[config.mk]
export PLATFORM = sky130hd
export DESIGN_NAME = angle_reduce_arbiter
export DESIGN_NICKNAME = d
export VERILOG_FILES = /design/src/rtl/angle_reduce_arbiter_pkg.sv /design/src/rtl/angle_reduce_arbiter_mod360_serial.sv /design/src/rtl/angle_reduce_arbiter.sv
export SDC_FILE = /design/constraint.sdc
export NUM_CORES = 1
export LEC_CHECK = 0
export BUFFER_PORTS_ARGS = -buffer_cell sky130_fd_sc_hd__clkbuf_2
export CAP_MARGIN = 10
export CORE_MARGIN = 2
export CORE_UTILIZATION = 45
export DETAILED_ROUTE_END_ITERATION = 6
export PLACE_DENSITY = 0.71
export SLEW_MARGIN = 10
export SYNTH_ARGS = -nofsm -noshare
export SYNTH_HDL_FRONTEND = slang
export SYNTH_SLANG_ARGS = --single-unit
[constraint.sdc]
create_clock -name clk -period 4.15 [get_ports clk]
set_clock_uncertainty 0.05 [all_clocks]
set_input_delay 0.415 -clock clk [delete_from_list [all_inputs] [get_ports clk]]
set_output_delay 0.415 -clock clk [all_outputs]
set_load 0.02 [all_outputs]
[src/rtl/angle_reduce_arbiter_pkg.sv]
// Shared constants, state encoding and quadrant decode for the angle
// range-reduction arbiter.
package angle_reduce_arbiter_pkg;

    localparam int DATA_WIDTH_DEF = 64;
    localparam int ANGLE_MOD      = 360;
    localparam int QUAD_B1        = 90;
    localparam int QUAD_B2        = 180;
    localparam int QUAD_B3        = 270;
    localparam int REM_W          = 9;

    typedef enum logic [1:0] {
        ST_IDLE   = 2'd0,
        ST_REDUCE = 2'd1,
        ST_RESP   = 2'd2
    } state_e;

    function automatic logic [1:0] quadrant_of(input logic [REM_W-1:0] r);
        if (r < REM_W'(QUAD_B1))      return 2'd0;
        else if (r < REM_W'(QUAD_B2)) return 2'd1;
        else if (r < REM_W'(QUAD_B3)) return 2'd2;
        else                          return 2'd3;
    endfunction

endpackage

[src/rtl/angle_reduce_arbiter_mod360_serial.sv]
// Bit-serial modulo-360 remainder: one operand bit per cycle, MSB first.
// remainder/done are combinational so the caller can capture the final value on the last step.
module mod360_serial
    import angle_reduce_arbiter_pkg::*;
#(
    parameter int DATA_WIDTH = DATA_WIDTH_DEF
) (
    input  logic                  clk,
    input  logic                  reset_n,
    input  logic                  start,
    input  logic [DATA_WIDTH-1:0] operand,
    output logic                  done,
    output logic [REM_W-1:0]      remainder
);

    localparam int CNT_W = $clog2(DATA_WIDTH);

    logic [DATA_WIDTH-1:0] operand_q, operand_d;
    logic [REM_W-1:0]      rem_q, rem_d;
    logic [CNT_W-1:0]      bit_cnt_q, bit_cnt_d;
    logic                  active_q, active_d;
    logic [REM_W:0]        r_next;
    logic [REM_W-1:0]      r_step;

    // r_next < 720 always, so a single conditional subtract keeps r in 0..359
    always_comb begin
        r_next = {rem_q, operand_q[bit_cnt_q]};
        if (r_next >= (REM_W+1)'(ANGLE_MOD)) begin
            r_step = REM_W'(r_next - (REM_W+1)'(ANGLE_MOD));
        end else begin
            r_step = r_next[REM_W-1:0];
        end
    end

    always_comb begin
        operand_d = operand_q;
        rem_d     = rem_q;
        bit_cnt_d = bit_cnt_q;
        active_d  = active_q;
        if (start) begin
            operand_d = operand;
            rem_d     = '0;
            bit_cnt_d = CNT_W'(DATA_WIDTH - 1);
            active_d  = 1'b1;
        end else if (active_q) begin
            rem_d = r_step;
            if (bit_cnt_q == '0) begin
                active_d = 1'b0;
            end else begin
                bit_cnt_d = bit_cnt_q - CNT_W'(1);
            end
        end
    end

    always_ff @(posedge clk) begin
        if (!reset_n) begin
            operand_q <= '0;
            rem_q     <= '0;
            bit_cnt_q <= '0;
            active_q  <= 1'b0;
        end else begin
            operand_q <= operand_d;
            rem_q     <= rem_d;
            bit_cnt_q <= bit_cnt_d;
            active_q  <= active_d;
        end
    end

    assign done      = active_q && (bit_cnt_q == '0);
    assign remainder = r_step;

endmodule

[src/rtl/angle_reduce_arbiter.sv]
// Round-robin arbiter sharing one serial mod-360 reducer among trig requesters;
// returns the reduced angle and quadrant tagged with the requester index.
//
// state     | meaning
// ----------+----------------------------------------------------------
// ST_IDLE   | arbitrating; req_ready asserted for the round-robin winner
// ST_REDUCE | serial reduction in progress, requests held off
// ST_RESP   | result presented on rsp_*, waiting for rsp_ready
module angle_reduce_arbiter
    import angle_reduce_arbiter_pkg::*;
#(
    parameter int DATA_WIDTH = DATA_WIDTH_DEF,
    parameter int NUM_REQ    = 3,
    parameter int ID_W       = 2
) (
    input  logic                          clk,
    input  logic                          reset_n,
    input  logic [NUM_REQ-1:0]            req_valid,
    output logic [NUM_REQ-1:0]            req_ready,
    input  logic [NUM_REQ*DATA_WIDTH-1:0] req_angle,
    output logic                          rsp_valid,
    input  logic                          rsp_ready,
    output logic [ID_W-1:0]               rsp_id,
    output logic [DATA_WIDTH-1:0]         rsp_angle,
    output logic [1:0]                    rsp_quadrant,
    output logic                          busy
);

    state_e                state_q, state_d;
    logic [ID_W-1:0]       rr_ptr_q, rr_ptr_d;
    logic                  rsp_valid_q, rsp_valid_d;
    logic [ID_W-1:0]       rsp_id_q, rsp_id_d;
    logic [DATA_WIDTH-1:0] rsp_angle_q, rsp_angle_d;
    logic [1:0]            rsp_quadrant_q, rsp_quadrant_d;

    logic                  grant_found;
    logic [ID_W-1:0]       grant_idx;
    logic [ID_W-1:0]       cand_idx;
    logic [DATA_WIDTH-1:0] operand_mux;
    logic                  accept;
    logic                  red_done;
    logic [REM_W-1:0]      red_rem;

    always_comb begin
        grant_found = 1'b0;
        grant_idx   = '0;
        cand_idx    = '0;
        for (int i = 0; i < NUM_REQ; i++) begin
            cand_idx = ID_W'((int'(rr_ptr_q) + i) % NUM_REQ);
            if (!grant_found && req_valid[cand_idx]) begin
                grant_found = 1'b1;
                grant_idx   = cand_idx;
            end
        end
    end

    always_comb begin
        operand_mux = '0;
        for (int i = 0; i < NUM_REQ; i++) begin
            if (grant_idx == ID_W'(i)) begin
                operand_mux = req_angle[i*DATA_WIDTH +: DATA_WIDTH];
            end
        end
    end

    // Ready depends only on state and req_valid, never on rsp_ready
    assign req_ready = (reset_n && (state_q == ST_IDLE) && grant_found)
                       ? (NUM_REQ'(1) << grant_idx) : '0;
    assign accept    = |(req_valid & req_ready);

    mod360_serial #(
        .DATA_WIDTH (DATA_WIDTH)
    ) u_mod360 (
        .clk       (clk),
        .reset_n   (reset_n),
        .start     (accept),
        .operand   (operand_mux),
        .done      (red_done),
        .remainder (red_rem)
    );

    always_comb begin
        state_d        = state_q;
        rr_ptr_d       = rr_ptr_q;
        rsp_valid_d    = rsp_valid_q;
        rsp_id_d       = rsp_id_q;
        rsp_angle_d    = rsp_angle_q;
        rsp_quadrant_d = rsp_quadrant_q;
        case (state_q)
            ST_IDLE: begin
                if (accept) begin
                    rsp_id_d = grant_idx;
                    rr_ptr_d = ID_W'((int'(grant_idx) + 1) % NUM_REQ);
                    state_d  = ST_REDUCE;
                end
            end
            ST_REDUCE: begin
                if (red_done) begin
                    rsp_angle_d    = DATA_WIDTH'(red_rem);
                    rsp_quadrant_d = quadrant_of(red_rem);
                    rsp_valid_d    = 1'b1;
                    state_d        = ST_RESP;
                end
            end
            ST_RESP: begin
                if (rsp_ready) begin
                    rsp_valid_d = 1'b0;
                    state_d     = ST_IDLE;
                end
            end
            default: begin
                rsp_valid_d = 1'b0;
                state_d     = ST_IDLE;
            end
        endcase
    end

    always_ff @(posedge clk) begin
        if (!reset_n) begin
            state_q        <= ST_IDLE;
            rr_ptr_q       <= '0;
            rsp_valid_q    <= 1'b0;
            rsp_id_q       <= '0;
            rsp_angle_q    <= '0;
            rsp_quadrant_q <= '0;
        end else begin
            state_q        <= state_d;
            rr_ptr_q       <= rr_ptr_d;
            rsp_valid_q    <= rsp_valid_d;
            rsp_id_q       <= rsp_id_d;
            rsp_angle_q    <= rsp_angle_d;
            rsp_quadrant_q <= rsp_quadrant_d;
        end
    end

    assign rsp_valid    = rsp_valid_q;
    assign rsp_id       = rsp_id_q;
    assign rsp_angle    = rsp_angle_q;
    assign rsp_quadrant = rsp_quadrant_q;
    assign busy         = (state_q != ST_IDLE);

endmodule

==> results of run 1 <==
[through the flow]
stage	worst slack [ns]	power, uW	instance area (sq um)	hold WS [ns]	utilization
floorplan	0.9352	4399	6862	0.3831	-
global placement	0.3958	5113	7535	0.3884	0.5204
detailed placement	0.2612	5157	7535	0.3954	0.5204
CTS	0.2029	5954	7816	0.3484	0.5398
global route	0.1607	6614	7826	0.3778	0.5405
finish	0.5441	5880	7826	0.3587	0.5405
[cell type report]
| cell class | instances | share of cell area |
|---|---|---|
| multi-input cells | 790 | 0.5242 |
| clock buffers | 10 | 0.03054 |
| repair buffers | 224 | 0.1525 |
| well taps | 184 | 0.02942 |
| clock inverters | 6 | 0.005436 |
| inverters | 15 | 0.007194 |
| flip-flops and latches | 98 | 0.2507 |
[kinds of logic after synthesis]
logic type,share of synthesized area
muxes,0.07554
AOI/OAI and AO/OA,0.2272
buffers and inverters,0.1257
xor gates and xnor gates,0.007892
and+or+nand+nor,0.2516
adders and majority gates,0.01691
other,0.0005632
DFF,0.2946
[sequential cells by signal, summed over array words and instances (netlist names)]
name and cells:
u_mod360.active_q 1, rsp_angle 9, u_mod360.bit_cnt_q 6, u_mod360.rem_q 9
rsp_valid 1, rsp_quadrant 2, rr_ptr_q 2, state_q 2
rsp_id 2, u_mod360.operand_q 64
[worst max-delay path: cells and delay by family, from the launching register on]
| family | cells | cell delay (ns) |
|---|---|---|
| buffers and inverters | 4 | 0.88 |
| AND/OR/NAND/NOR | 2 | 0.58 |
| adder cells (fa/ha/maj) | 2 | 0.42 |
| flip-flops | 1 | 0.34 |
| multiplexers | 1 | 0.29 |
| AO/OA/AOI/OAI | 2 | 0.28 |
[timing repair]
| action | 4_1_cts | 5_1_grt |
|---|---|---|
| hold buffers | 0 | 0 |
| buffers inserted | 0 | 0 |
| setup endpoints to repair | 0 | 59 |
| gates resized for setup | 0 | 2 |
| hold endpoints to repair | 0 | 0 |
[worst max-delay path by stage]
stage,slack (ns),start,cells after the start,to
after floorplan,0.94,rr_ptr_q[0],15,rsp_id[1]
after global placement,0.40,rr_ptr_q[0],13,u_mod360.operand_q[6]
after detailed placement,0.26,rr_ptr_q[0],13,u_mod360.operand_q[40]
after CTS,0.20,rr_ptr_q[0],13,u_mod360.operand_q[5]
after global routing,0.16,rr_ptr_q[0],13,u_mod360.operand_q[5]
final,0.54,rr_ptr_q[1],11,req_ready[0]
[per-layer routing]
layer / vias to the layer above / share of wire / global-route usage
met4: 0 / 0.012 / 0.05752
met2: 205 / 0.49 / 0.3781
li1: 3517 / - / -
met5: - / 0 / 0
met1: 2959 / 0.44 / 0.2697
met3: 17 / 0.057 / 0.04036
[Yosys cell counts (all sizes together) (2+ instances only)]
library cell    n  area (sq um)
nand2         278          1044
a21oi         146         730.7
nor2          103         386.6
dfxtp          98          1962
buf            81         589.3
o21ai          74         370.4
clkbuf         51         191.4
mux2i          21         210.2
inv            14         52.55
a211oi         13         97.59
mux4           13         292.8
ha              9         112.6
a31oi           5         31.28
and2            5         31.28
nand2b          5         31.28
nor3            5         36.29
o211ai          5         37.54
o22ai           5         37.53
nand4b          4         35.03
xnor2           4         35.03
nor4            3         18.77
a21o            2         15.01
nand3           2         10.01
nand3b          2         15.01
nor3b           2         15.01
o311ai          2         17.52
o31a            2         17.52
o31ai           2         20.02
xor2            2         17.52
[power breakdown]
part | internal (uW) | total, uW | switching, uW
Combinational | 1310 | 3630 | 2320
Sequential | 1200 | 1470 | 264
Clock | 422 | 781 | 359
Total | 2940 | 5880 | 2940
==> impl_table.tex, run 1 <==
\begin{tabular}{lr}
\hline
Metric & Value \\
\hline
\multicolumn{2}{l}{\textbf{Status}} \\
Result of the run & finished, final reports clean \\
\multicolumn{2}{l}{\textbf{Place}} \\
Gpl congestion & 0.9199 \\
Post-DP HPWL & 12020 um \\
Number of placed cells counting well taps & 1311 \\
Number of port buffers & 215 \\
\multicolumn{2}{l}{\textbf{Clocking}} \\
H-Tree Level Count & 3 \\
Num CTS Buffers & 9 \\
Clock latency at the later pin of the worst-skew pair & 0.35 ns \\
Clock Sink Count & 98 \\
CTS tree & built \\
Maximum buffer depth of the clock tree & 2 \\
Clock edge transition at the registers on the reported setup and hold paths & 0.07 ns \\
Clock Root Buffer & clkbuf\_16 \\
\multicolumn{2}{l}{\textbf{Global routing}} \\
Total overflow reported by the global router & 0 \\
First-pass GRT wire length & 28240 um \\
Maximum number of pins on one net before global-route repair & 131 \\
Via count of the first global-routing pass & 6146 \\
Global router's overall resource usage & 0.2147 \\
Initial antenna violation count & 0 \\
\multicolumn{2}{l}{\textbf{STA}} \\
Unrepaired setup endpoints after global routing & false \\
Setup TNS & 0 ns \\
Number of slew-limit violations in the final report & 0 \\
Transition time of the tightest slew-check pin & 0.8723 ns \\
Time the final worst path needs with I/O delays and setup & 3.606 ns \\
Final setup viols & 0 \\
Final cycle utilization of the critical path & 0.8689 \\
Slew HR & 0.4184 \\
Hold violation count in the final report & 0 \\
Achievable frequency & 277.3 MHz \\
\multicolumn{2}{l}{\textbf{Setup path}} \\
Critical setup path kind & reg -> out \\
Worst Reg2Reg Path Length in Cells & 13 \\
Critical register-to-register path endpoint & u\_mod360.operand\_q[5] \\
Sequence of cells on the critical path & inv\_1, ha\_1, mux2i\_1, o22ai\_2, nor4\_1, a211oi\_2, inv\_1, ha\_2, buf\_4, and2\_1, clkbuf\_2 \\
Required @ worst endpoint & 3.68 ns \\
Highest fanout seen on the critical path & 65 \\
Startpoint type of the worst setup path & flip-flop \\
Critical-path top delay cell & buf\_4 \\
Most repeated library cell on the critical path & inv\_1 \\
Crit. End Element & output port \\
WP data arrival & 3.14 ns \\
R2R Setup Slk & 0.56 ns \\
RR Startpoint & rr\_ptr\_q[0] \\
Highest cell delay on the worst timing path & 0.51 ns \\
\multicolumn{2}{l}{\textbf{Power}} \\
Worst IR drop on VDD & 0.8405 mV \\
Leakage power summed over all cells & 0.003352 uW \\
Power density cells & 751.3 nW/um\^{}2 \\
\multicolumn{2}{l}{\textbf{Finish}} \\
Leading cell type in the layout, fill and taps excluded & nand2\_1 \\
Post-layout nets & 1345 \\
Ant diodes & 0 \\
Layout overhead on the synthesized area & 17.53\% \\
Area taken by flip-flops and latches & 1962 sq um \\
Finished Layout Cells & 1327 \\
Most frequent cells in the layout & nand2\_1, clkbuf\_2, a21oi\_1 \\
\# fillers & 1509 \\
Total area of multi-input combinational cells & 4103 sq um \\
Layout cell share with drive strength beyond 1 & 0.2318 \\
\multicolumn{2}{l}{\textbf{Route}} \\
Detailed-route wire length & 16710 um \\
Number of design rule violations left after detail routing & 0 \\
Routed WL per cell & 12.60 um \\
Via/cell ratio & 5.047 \\
Via count & 6698 \\
Residual antenna-violating net count after detailed routing & 0 \\
First drt pass iteration count & 5 \\
DRC marker count from the first detailed-route iteration & 427 \\
\multicolumn{2}{l}{\textbf{Min path}} \\
Worst hold stages & 4 \\
Worst hold path class & in -> reg \\
Min-delay src & rsp\_ready \\
End point of the most critical hold path & state\_q[1] \\
\multicolumn{2}{l}{\textbf{Floorplanning}} \\
Number of standard-cell rows in the floorplan & 44 \\
Floorplan die area & 15790 sq um \\
Height of the die & 125.6 um \\
Core ar. & 14480 sq um \\
Overall die width & 125.6 um \\
Initial core utilization & 0.4599 \\
Boundary Pins & 271 \\
\multicolumn{2}{l}{\textbf{Yosys}} \\
Yosys warnings & 0 \\
Post-synth top flop & dfxtp\_1 \\
Synthesized area per cell & 6.788 sq um \\
Cell count after synthesis & 981 \\
Number of register bits inferred by synthesis & 98 \\
Number of enable flip-flop cells after synthesis & 0 \\
Cell variety after synth & 59 \\
Portion of the post-synthesis area used by sequential elements & 0.2946 \\
Proportion of register bits with asynchronous set or reset after synthesis & 0 \\
Cell Area, Synth & 6659 sq um \\
\multicolumn{2}{l}{\textbf{Run}} \\
Number of max-cap violations & 0 \\
\hline
\end{tabular}
(Power assumes the default switching activity.)
==> inputs of run 2 (changes only) <==
- PLACE_DENSITY: 0.71 -> 0.72
- SYNTH_HIERARCHICAL: not set -> 1
==> impl_table.tex, run 2 <==
\begin{tabular}{lr}
\hline
Metric & Value \\
\hline
\multicolumn{2}{l}{\textbf{Status}} \\
Result of the run & finished, final reports clean \\
\multicolumn{2}{l}{\textbf{Yosys}} \\
Number of enable flip-flop cells after synthesis & 0 \\
Cell variety after synth & 58 \\
Area share of the leading cell type in the synthesized netlist & 0.3019 \\
Xor and xnor area share after synthesis & 0.008088 \\
Synthesized-area fraction occupied by ao, oa, aoi and oai cells & 0.1989 \\
Yosys warnings & 6 \\
Post-synth top flop & dfxtp\_1 \\
Synthesized-area fraction occupied by and/or/nand/nor cells & 0.1706 \\
Proportion of synthesized area in mux cells & 0.1791 \\
List of most frequent post-synthesis cells & dfxtp\_1, nand2\_1, mux2i\_1 \\
Synthesized area per cell & 8.583 sq um \\
Number of register bits inferred by synthesis & 98 \\
Main combinational cell family by area after synthesis & compound AO/OA/AOI/OAI gates \\
Synthesized-area fraction occupied by adder cells & 0.01926 \\
Portion of the post-synthesis area used by sequential elements & 0.3019 \\
Cell count after synthesis & 757 \\
Most repeated cell in the gate-level netlist after synthesis & dfxtp\_1 \\
Proportion of register bits with asynchronous set or reset after synthesis & 0 \\
Cell types occupying the most area after synthesis & dfxtp\_1, mux2i\_1, a22oi\_1 \\
Yosys top cell by area & dfxtp\_1 \\
Cell Area, Synth & 6497 sq um \\
\multicolumn{2}{l}{\textbf{Place}} \\
Number of port buffers & 215 \\
Gpl congestion & 0.8352 \\
Post-DP HPWL & 11520 um \\
\multicolumn{2}{l}{\textbf{Setup path}} \\
Cell depth of the worst setup path & 9 \\
Top Family by Delay on Critical Path & buffers and inverters \\
WP buf/inv & 3 \\
Highest cell delay on the worst timing path & 0.71 ns \\
Worst Reg2Reg Path Length in Cells & 13 \\
Highest fanout seen on the critical path & 129 \\
Crit. End Element & output port \\
Startpoint type of the worst setup path & flip-flop \\
Sequence of cells on the critical path & inv\_1, ha\_1, mux2i\_1, or2\_2, a41oi\_1, ha\_4, buf\_4, and2\_1, clkbuf\_2 \\
Critical setup path kind & reg -> out \\
Required @ worst endpoint & 3.68 ns \\
Critical-path top delay cell & buf\_4 \\
WP data arrival & 3.32 ns \\
\multicolumn{2}{l}{\textbf{Global routing}} \\
Maximum number of pins on one net before global-route repair & 130 \\
Via count of the first global-routing pass & 5310 \\
Initial antenna violation count & 0 \\
First-pass GRT wire length & 25030 um \\
Global router's overall resource usage & 0.2034 \\
Total overflow reported by the global router & 0 \\
\multicolumn{2}{l}{\textbf{Finish}} \\
Area taken by flip-flops and latches & 1962 sq um \\
Leading cell type in the layout, fill and taps excluded & clkbuf\_2 \\
\# fillers & 1362 \\
Post-layout nets & 1140 \\
Ant diodes & 0 \\
Total area of multi-input combinational cells & 3971 sq um \\
Most frequent cells in the layout & clkbuf\_2, dfxtp\_1, nand2\_1 \\
Number of flip-flops under the largest register name & 64 \\
Layout cell share with drive strength beyond 1 & 0.2778 \\
Reg with most FFs & u\_mod360/operand\_q \\
Layout overhead on the synthesized area & 18.79\% \\
\multicolumn{2}{l}{\textbf{Floorplanning}} \\
Overall die width & 124.2 um \\
Number of standard-cell rows in the floorplan & 43 \\
Initial core utilization & 0.4645 \\
Boundary Pins & 271 \\
Height of the die & 124.2 um \\
Core ar. & 13990 sq um \\
Floorplan die area & 15420 sq um \\
\multicolumn{2}{l}{\textbf{Power}} \\
Net switching power of the design & 1784 uW \\
Cell-internal power & 2641 uW \\
Part of the power in combinational logic & 0.486 \\
Sequential fraction of design power & 0.311 \\
Part of the total power dissipated in the clock network & 0.203 \\
Total power after layout & 4425 uW \\
Switch share & 0.4032 \\
Worst IR drop on VDD & 0.2895 mV \\
Leakage power summed over all cells & 0.003324 uW \\
Power density cells & 573.3 nW/um\^{}2 \\
\multicolumn{2}{l}{\textbf{STA}} \\
Slew HR & 0.3231 \\
Hold violation count in the final report & 0 \\
Time the final worst path needs with I/O delays and setup & 3.783 ns \\
Setup TNS & 0 ns \\
Unrepaired setup endpoints after global routing & false \\
Number of slew-limit violations in the final report & 0 \\
Final cycle utilization of the critical path & 0.9115 \\
Transition time of the tightest slew-check pin & 1.014 ns \\
Final setup viols & 0 \\
Achievable frequency & 264.4 MHz \\
\multicolumn{2}{l}{\textbf{Route}} \\
Number of design rule violations left after detail routing & 0 \\
Via count & 5708 \\
Routed WL per cell & 13.91 um \\
Residual antenna-violating net count after detailed routing & 0 \\
DRC marker count from the first detailed-route iteration & 291 \\
Detailed-route wire length & 15520 um \\
Via/cell ratio & 5.115 \\
First drt pass iteration count & 4 \\
\multicolumn{2}{l}{\textbf{Run}} \\
Number of max-cap violations & 0 \\
\multicolumn{2}{l}{\textbf{Clocking}} \\
H-Tree Level Count & 3 \\
Clock Sink Count & 98 \\
Number of gates resized after cts & 0 \\
Num CTS Buffers & 9 \\
Hold-fix buffers, CTS & 0 \\
CTS tree & built \\
Clock edge transition at the registers on the reported setup and hold paths & 0.07 ns \\
Clock Root Buffer & clkbuf\_16 \\
Clock latency at the later pin of the worst-skew pair & 0.34 ns \\
Maximum buffer depth of the clock tree & 2 \\
Post-CTS Setup Repair Bufs & 0 \\
\multicolumn{2}{l}{\textbf{Min path}} \\
Worst hold stages & 4 \\
Worst hold path class & in -> reg \\
\hline
\end{tabular}
run 2: changes by cell type after synthesis, moves of 11 or more:
| cell | change |
|---|---|
| nor2b_1 | +69 |
| nand2_1 | -186 |
| clkbuf_1 | -16 |
| mux2i_1 | +54 |
| a21oi_1 | -131 |
| a22oi_1 | +66 |
| nor2_1 | -81 |
| mux4_1 | +11 |
run 2: cell families after synthesis:
family | after synthesis
AOI/OAI and AO/OA | 198
other | 1
muxes | 92
adders and majority gates | 10
xor gates and xnor gates | 6
and+or+nand+nor | 221
buffers and inverters | 131
DFF | 98
run 2: worst paths after layout:
path	start	endpoint	slack [ns]
max	rr_ptr_q[1]	req_ready[2]	0.37
min	rsp_ready	state_q[1]	0.37
max reg2reg	rr_ptr_q[1]	u_mod360/operand_q[3]	0.54
min reg2reg	rsp_angle[3]	rsp_angle[3]	0.42
run 2: final cells by class:
cell class	count	area share
tap	180	0.02918
inverter	17	0.008591
timing repair buffer	224	0.1514
clock inverter	5	0.01118
sequential	98	0.2542
multi-input combinational	582	0.5145
clock buffer	10	0.03096
run 2: power groups by stage:
| stage | clock, uW | combinational [uW] | sequential [uW] |
|---|---|---|---|
| finish | 898 | 2150 | 1380 |
| global route | 961 | 2420 | 1410 |
| CTS | 919 | 2150 | 1380 |
| detailed placement | 0 | 2150 | 1400 |
| global placement | 0 | 2130 | 1390 |
| floorplan | 0 | 1810 | 1260 |
run 2: worst reg2reg max path, stage by stage, from the launching register on:
cell and delay, ns:
dfxtp_1 0.38, inv_1 0.08, ha_1 0.22, mux2i_1 0.12, or2_2 0.32, a41oi_1 0.51, ha_1 0.29, a222oi_1 0.08
buf_4 0.16, or3b_4 0.44, inv_4 0.08, buf_12 0.37, mux2i_1 0.33, nor2b_1 0.07
run 2: stage by stage:
step                setup slack [ns]  cells  cell area (sq um)  hold WS, ns  utilization
global placement              0.6498   1101               7393       0.4058       0.5285
finish                        0.3674   1116               7719       0.3664       0.5518
detailed placement            0.5642   1101               7393       0.4151       0.5285
CTS                           0.2996   1116               7719       0.3515       0.5518
global route                 0.07392   1116               7719       0.3950       0.5518
floorplan                     0.7317    811               6700       0.4137            -
run 2: metal layers:
layer  GRT usage  vias up  part of all wire  wire length [um]
met5           0        -                 0                 0
met4     0.05407        0             0.012               179
met3     0.04029       13             0.047               727
met2      0.3477      182              0.50              7721
met1      0.2617     2603              0.44              6894
li1            -     2910                 -                 -
==> inputs of run 3 (changes only) <==
- CORE_UTILIZATION: 45 -> 49
- PLACE_DENSITY: 0.72 -> 0.77
==> impl_table.tex, run 3 (same netlist as run 2, synthesis figures left out) <==
\begin{tabular}{lr}
\hline
Metric & Value \\
\hline
\multicolumn{2}{l}{\textbf{STA}} \\
Post-route worst hold slack & 0.3813 ns \\
Setup TNS & 0 ns \\
Transition time of the tightest slew-check pin & 0.9889 ns \\
Final setup viols & 0 \\
Time the final worst path needs with I/O delays and setup & 3.685 ns \\
Achievable frequency & 271.4 MHz \\
Hold violation count in the final report & 0 \\
Number of slew-limit violations in the final report & 0 \\
Slew HR & 0.3398 \\
Unrepaired setup endpoints after global routing & false \\
Final cycle utilization of the critical path & 0.8879 \\
\multicolumn{2}{l}{\textbf{Route}} \\
Via count & 5695 \\
Via/cell ratio & 5.121 \\
Number of design rule violations left after detail routing & 0 \\
Residual antenna-violating net count after detailed routing & 0 \\
Detailed-route wire length & 15270 um \\
Routed WL per cell & 13.73 um \\
DRC marker count from the first detailed-route iteration & 296 \\
First drt pass iteration count & 4 \\
\multicolumn{2}{l}{\textbf{Setup path}} \\
Critical setup path kind & reg -> reg \\
Highest cell delay on the worst timing path & 0.54 ns \\
Startpoint type of the worst setup path & flip-flop \\
Highest fanout seen on the critical path & 27 \\
Critical-path top delay cell & a41oi\_1 \\
Sequence of cells on the critical path & inv\_1, ha\_1, mux2i\_1, or2\_2, a41oi\_1, ha\_4, a222oi\_1, buf\_4, or3b\_4, inv\_4, buf\_4, mux2i\_1, nor2b\_1 \\
Required @ worst endpoint & 4.34 ns \\
WP data arrival & 3.87 ns \\
Crit. End Element & flip-flop \\
\multicolumn{2}{l}{\textbf{Clocking}} \\
CTS tree & built \\
Clock Root Buffer & clkbuf\_16 \\
Clock latency at the later pin of the worst-skew pair & 0.34 ns \\
H-Tree Level Count & 3 \\
Maximum buffer depth of the clock tree & 2 \\
Clock Sink Count & 98 \\
Post-CTS Setup Repair Bufs & 0 \\
Number of gates resized after cts & 0 \\
Clock edge transition at the registers on the reported setup and hold paths & 0.08 ns \\
Num CTS Buffers & 9 \\
Hold-fix buffers, CTS & 0 \\
\multicolumn{2}{l}{\textbf{Power}} \\
Part of the total power dissipated in the clock network & 0.190 \\
Switch share & 0.4149 \\
Sequential fraction of design power & 0.322 \\
Net switching power of the design & 1782 uW \\
Part of the power in combinational logic & 0.488 \\
Total power after layout & 4295 uW \\
Leakage power summed over all cells & 0.003303 uW \\
Cell-internal power & 2513 uW \\
Worst IR drop on VDD & 0.3860 mV \\
Power density cells & 559.5 nW/um\^{}2 \\
\multicolumn{2}{l}{\textbf{Finish}} \\
Leading cell type in the layout, fill and taps excluded & clkbuf\_2 \\
Area taken by flip-flops and latches & 1962 sq um \\
Total area of multi-input combinational cells & 3971 sq um \\
Layout overhead on the synthesized area & 18.14\% \\
\# fillers & 1231 \\
Post-layout nets & 1139 \\
Layout cell share with drive strength beyond 1 & 0.2778 \\
Most frequent cells in the layout & clkbuf\_2, dfxtp\_1, nand2\_1 \\
Number of flip-flops under the largest register name & 64 \\
Cell area after layout & 7676 sq um \\
Ant diodes & 0 \\
Reg with most FFs & u\_mod360/operand\_q \\
\multicolumn{2}{l}{\textbf{Global routing}} \\
Initial antenna violation count & 0 \\
Maximum number of pins on one net before global-route repair & 74 \\
Global router's overall resource usage & 0.2080 \\
First-pass GRT wire length & 24180 um \\
Total overflow reported by the global router & 0 \\
Via count of the first global-routing pass & 5189 \\
\multicolumn{2}{l}{\textbf{Min path}} \\
Worst hold path class & in -> reg \\
\multicolumn{2}{l}{\textbf{Place}} \\
Post-DP HPWL & 11450 um \\
Total cell area at the placement stage & 7381 sq um \\
Gpl congestion & 0.8292 \\
Number of port buffers & 215 \\
\multicolumn{2}{l}{\textbf{Status}} \\
Result of the run & finished, final reports clean \\
\multicolumn{2}{l}{\textbf{Floorplanning}} \\
Floorplan die area & 14200 sq um \\
Height of the die & 119.2 um \\
Overall die width & 119.2 um \\
Core ar. & 13090 sq um \\
Number of standard-cell rows in the floorplan & 42 \\
Boundary Pins & 271 \\
Initial core utilization & 0.4966 \\
\multicolumn{2}{l}{\textbf{Run}} \\
Number of max-cap violations & 0 \\
\hline
\end{tabular}
## run 3: layout make-up
class | count | share of cell area
timing repair buffer | 223 | 0.1513
clock buffer | 10 | 0.03113
tap | 176 | 0.02869
clock inverter | 6 | 0.007335
inverter | 17 | 0.008639
sequential | 98 | 0.2556
multi-input combinational | 582 | 0.5174
## run 3: power by group through the flow
stage / combinational, uW / sequential, uW / clock [uW]
global route: 2330 / 1410 / 876
detailed placement: 2110 / 1400 / 0
finish: 2090 / 1380 / 817
CTS: 2110 / 1380 / 836
global placement: 2070 / 1390 / 0
floorplan: 1810 / 1260 / 0
## run 3: per-stage QoR
| stage | setup WS [ns] | util | cells |
|---|---|---|---|
| after floorplan | 0.7317 | - | 811 |
| after global placement | 0.5760 | 0.5641 | 1096 |
| after detailed placement | 0.4560 | 0.5641 | 1096 |
| after CTS | 0.4359 | 0.5866 | 1112 |
| after global routing | 0.1627 | 0.5866 | 1112 |
| final | 0.4652 | 0.5866 | 1112 |
## run 3: path summary, 6_finish.rpt
| check | start | end | slack, ns | depth (start not counted) |
|---|---|---|---|---|
| setup / recovery | rr_ptr_q[1] | u_mod360/operand_q[32] | 0.47 | 13 |
| hold / removal | rsp_ready | state_q[1] | 0.38 | 4 |
| setup reg to reg | rr_ptr_q[1] | u_mod360/operand_q[32] | 0.47 | 13 |
| hold reg to reg | rsp_angle[3] | rsp_angle[3] | 0.42 | 2 |
## run 3: worst max-delay path, delay by kind of cell (launching register included)
kind                       cells  cell delay, ns
muxes                          2            0.37
AOI/OAI and AO/OA              2            0.66
and+or+nand+nor                3            0.84
buffers and inverters          4            0.69
adders and majority gates      2            0.58
DFF                            1            0.37
## run 3: per-layer routing
layer | part of all wire | track usage
met5 | 0 | 0
met4 | 0.0074 | 0.04018
met3 | 0.051 | 0.04789
met2 | 0.51 | 0.3761
met1 | 0.43 | 0.2526
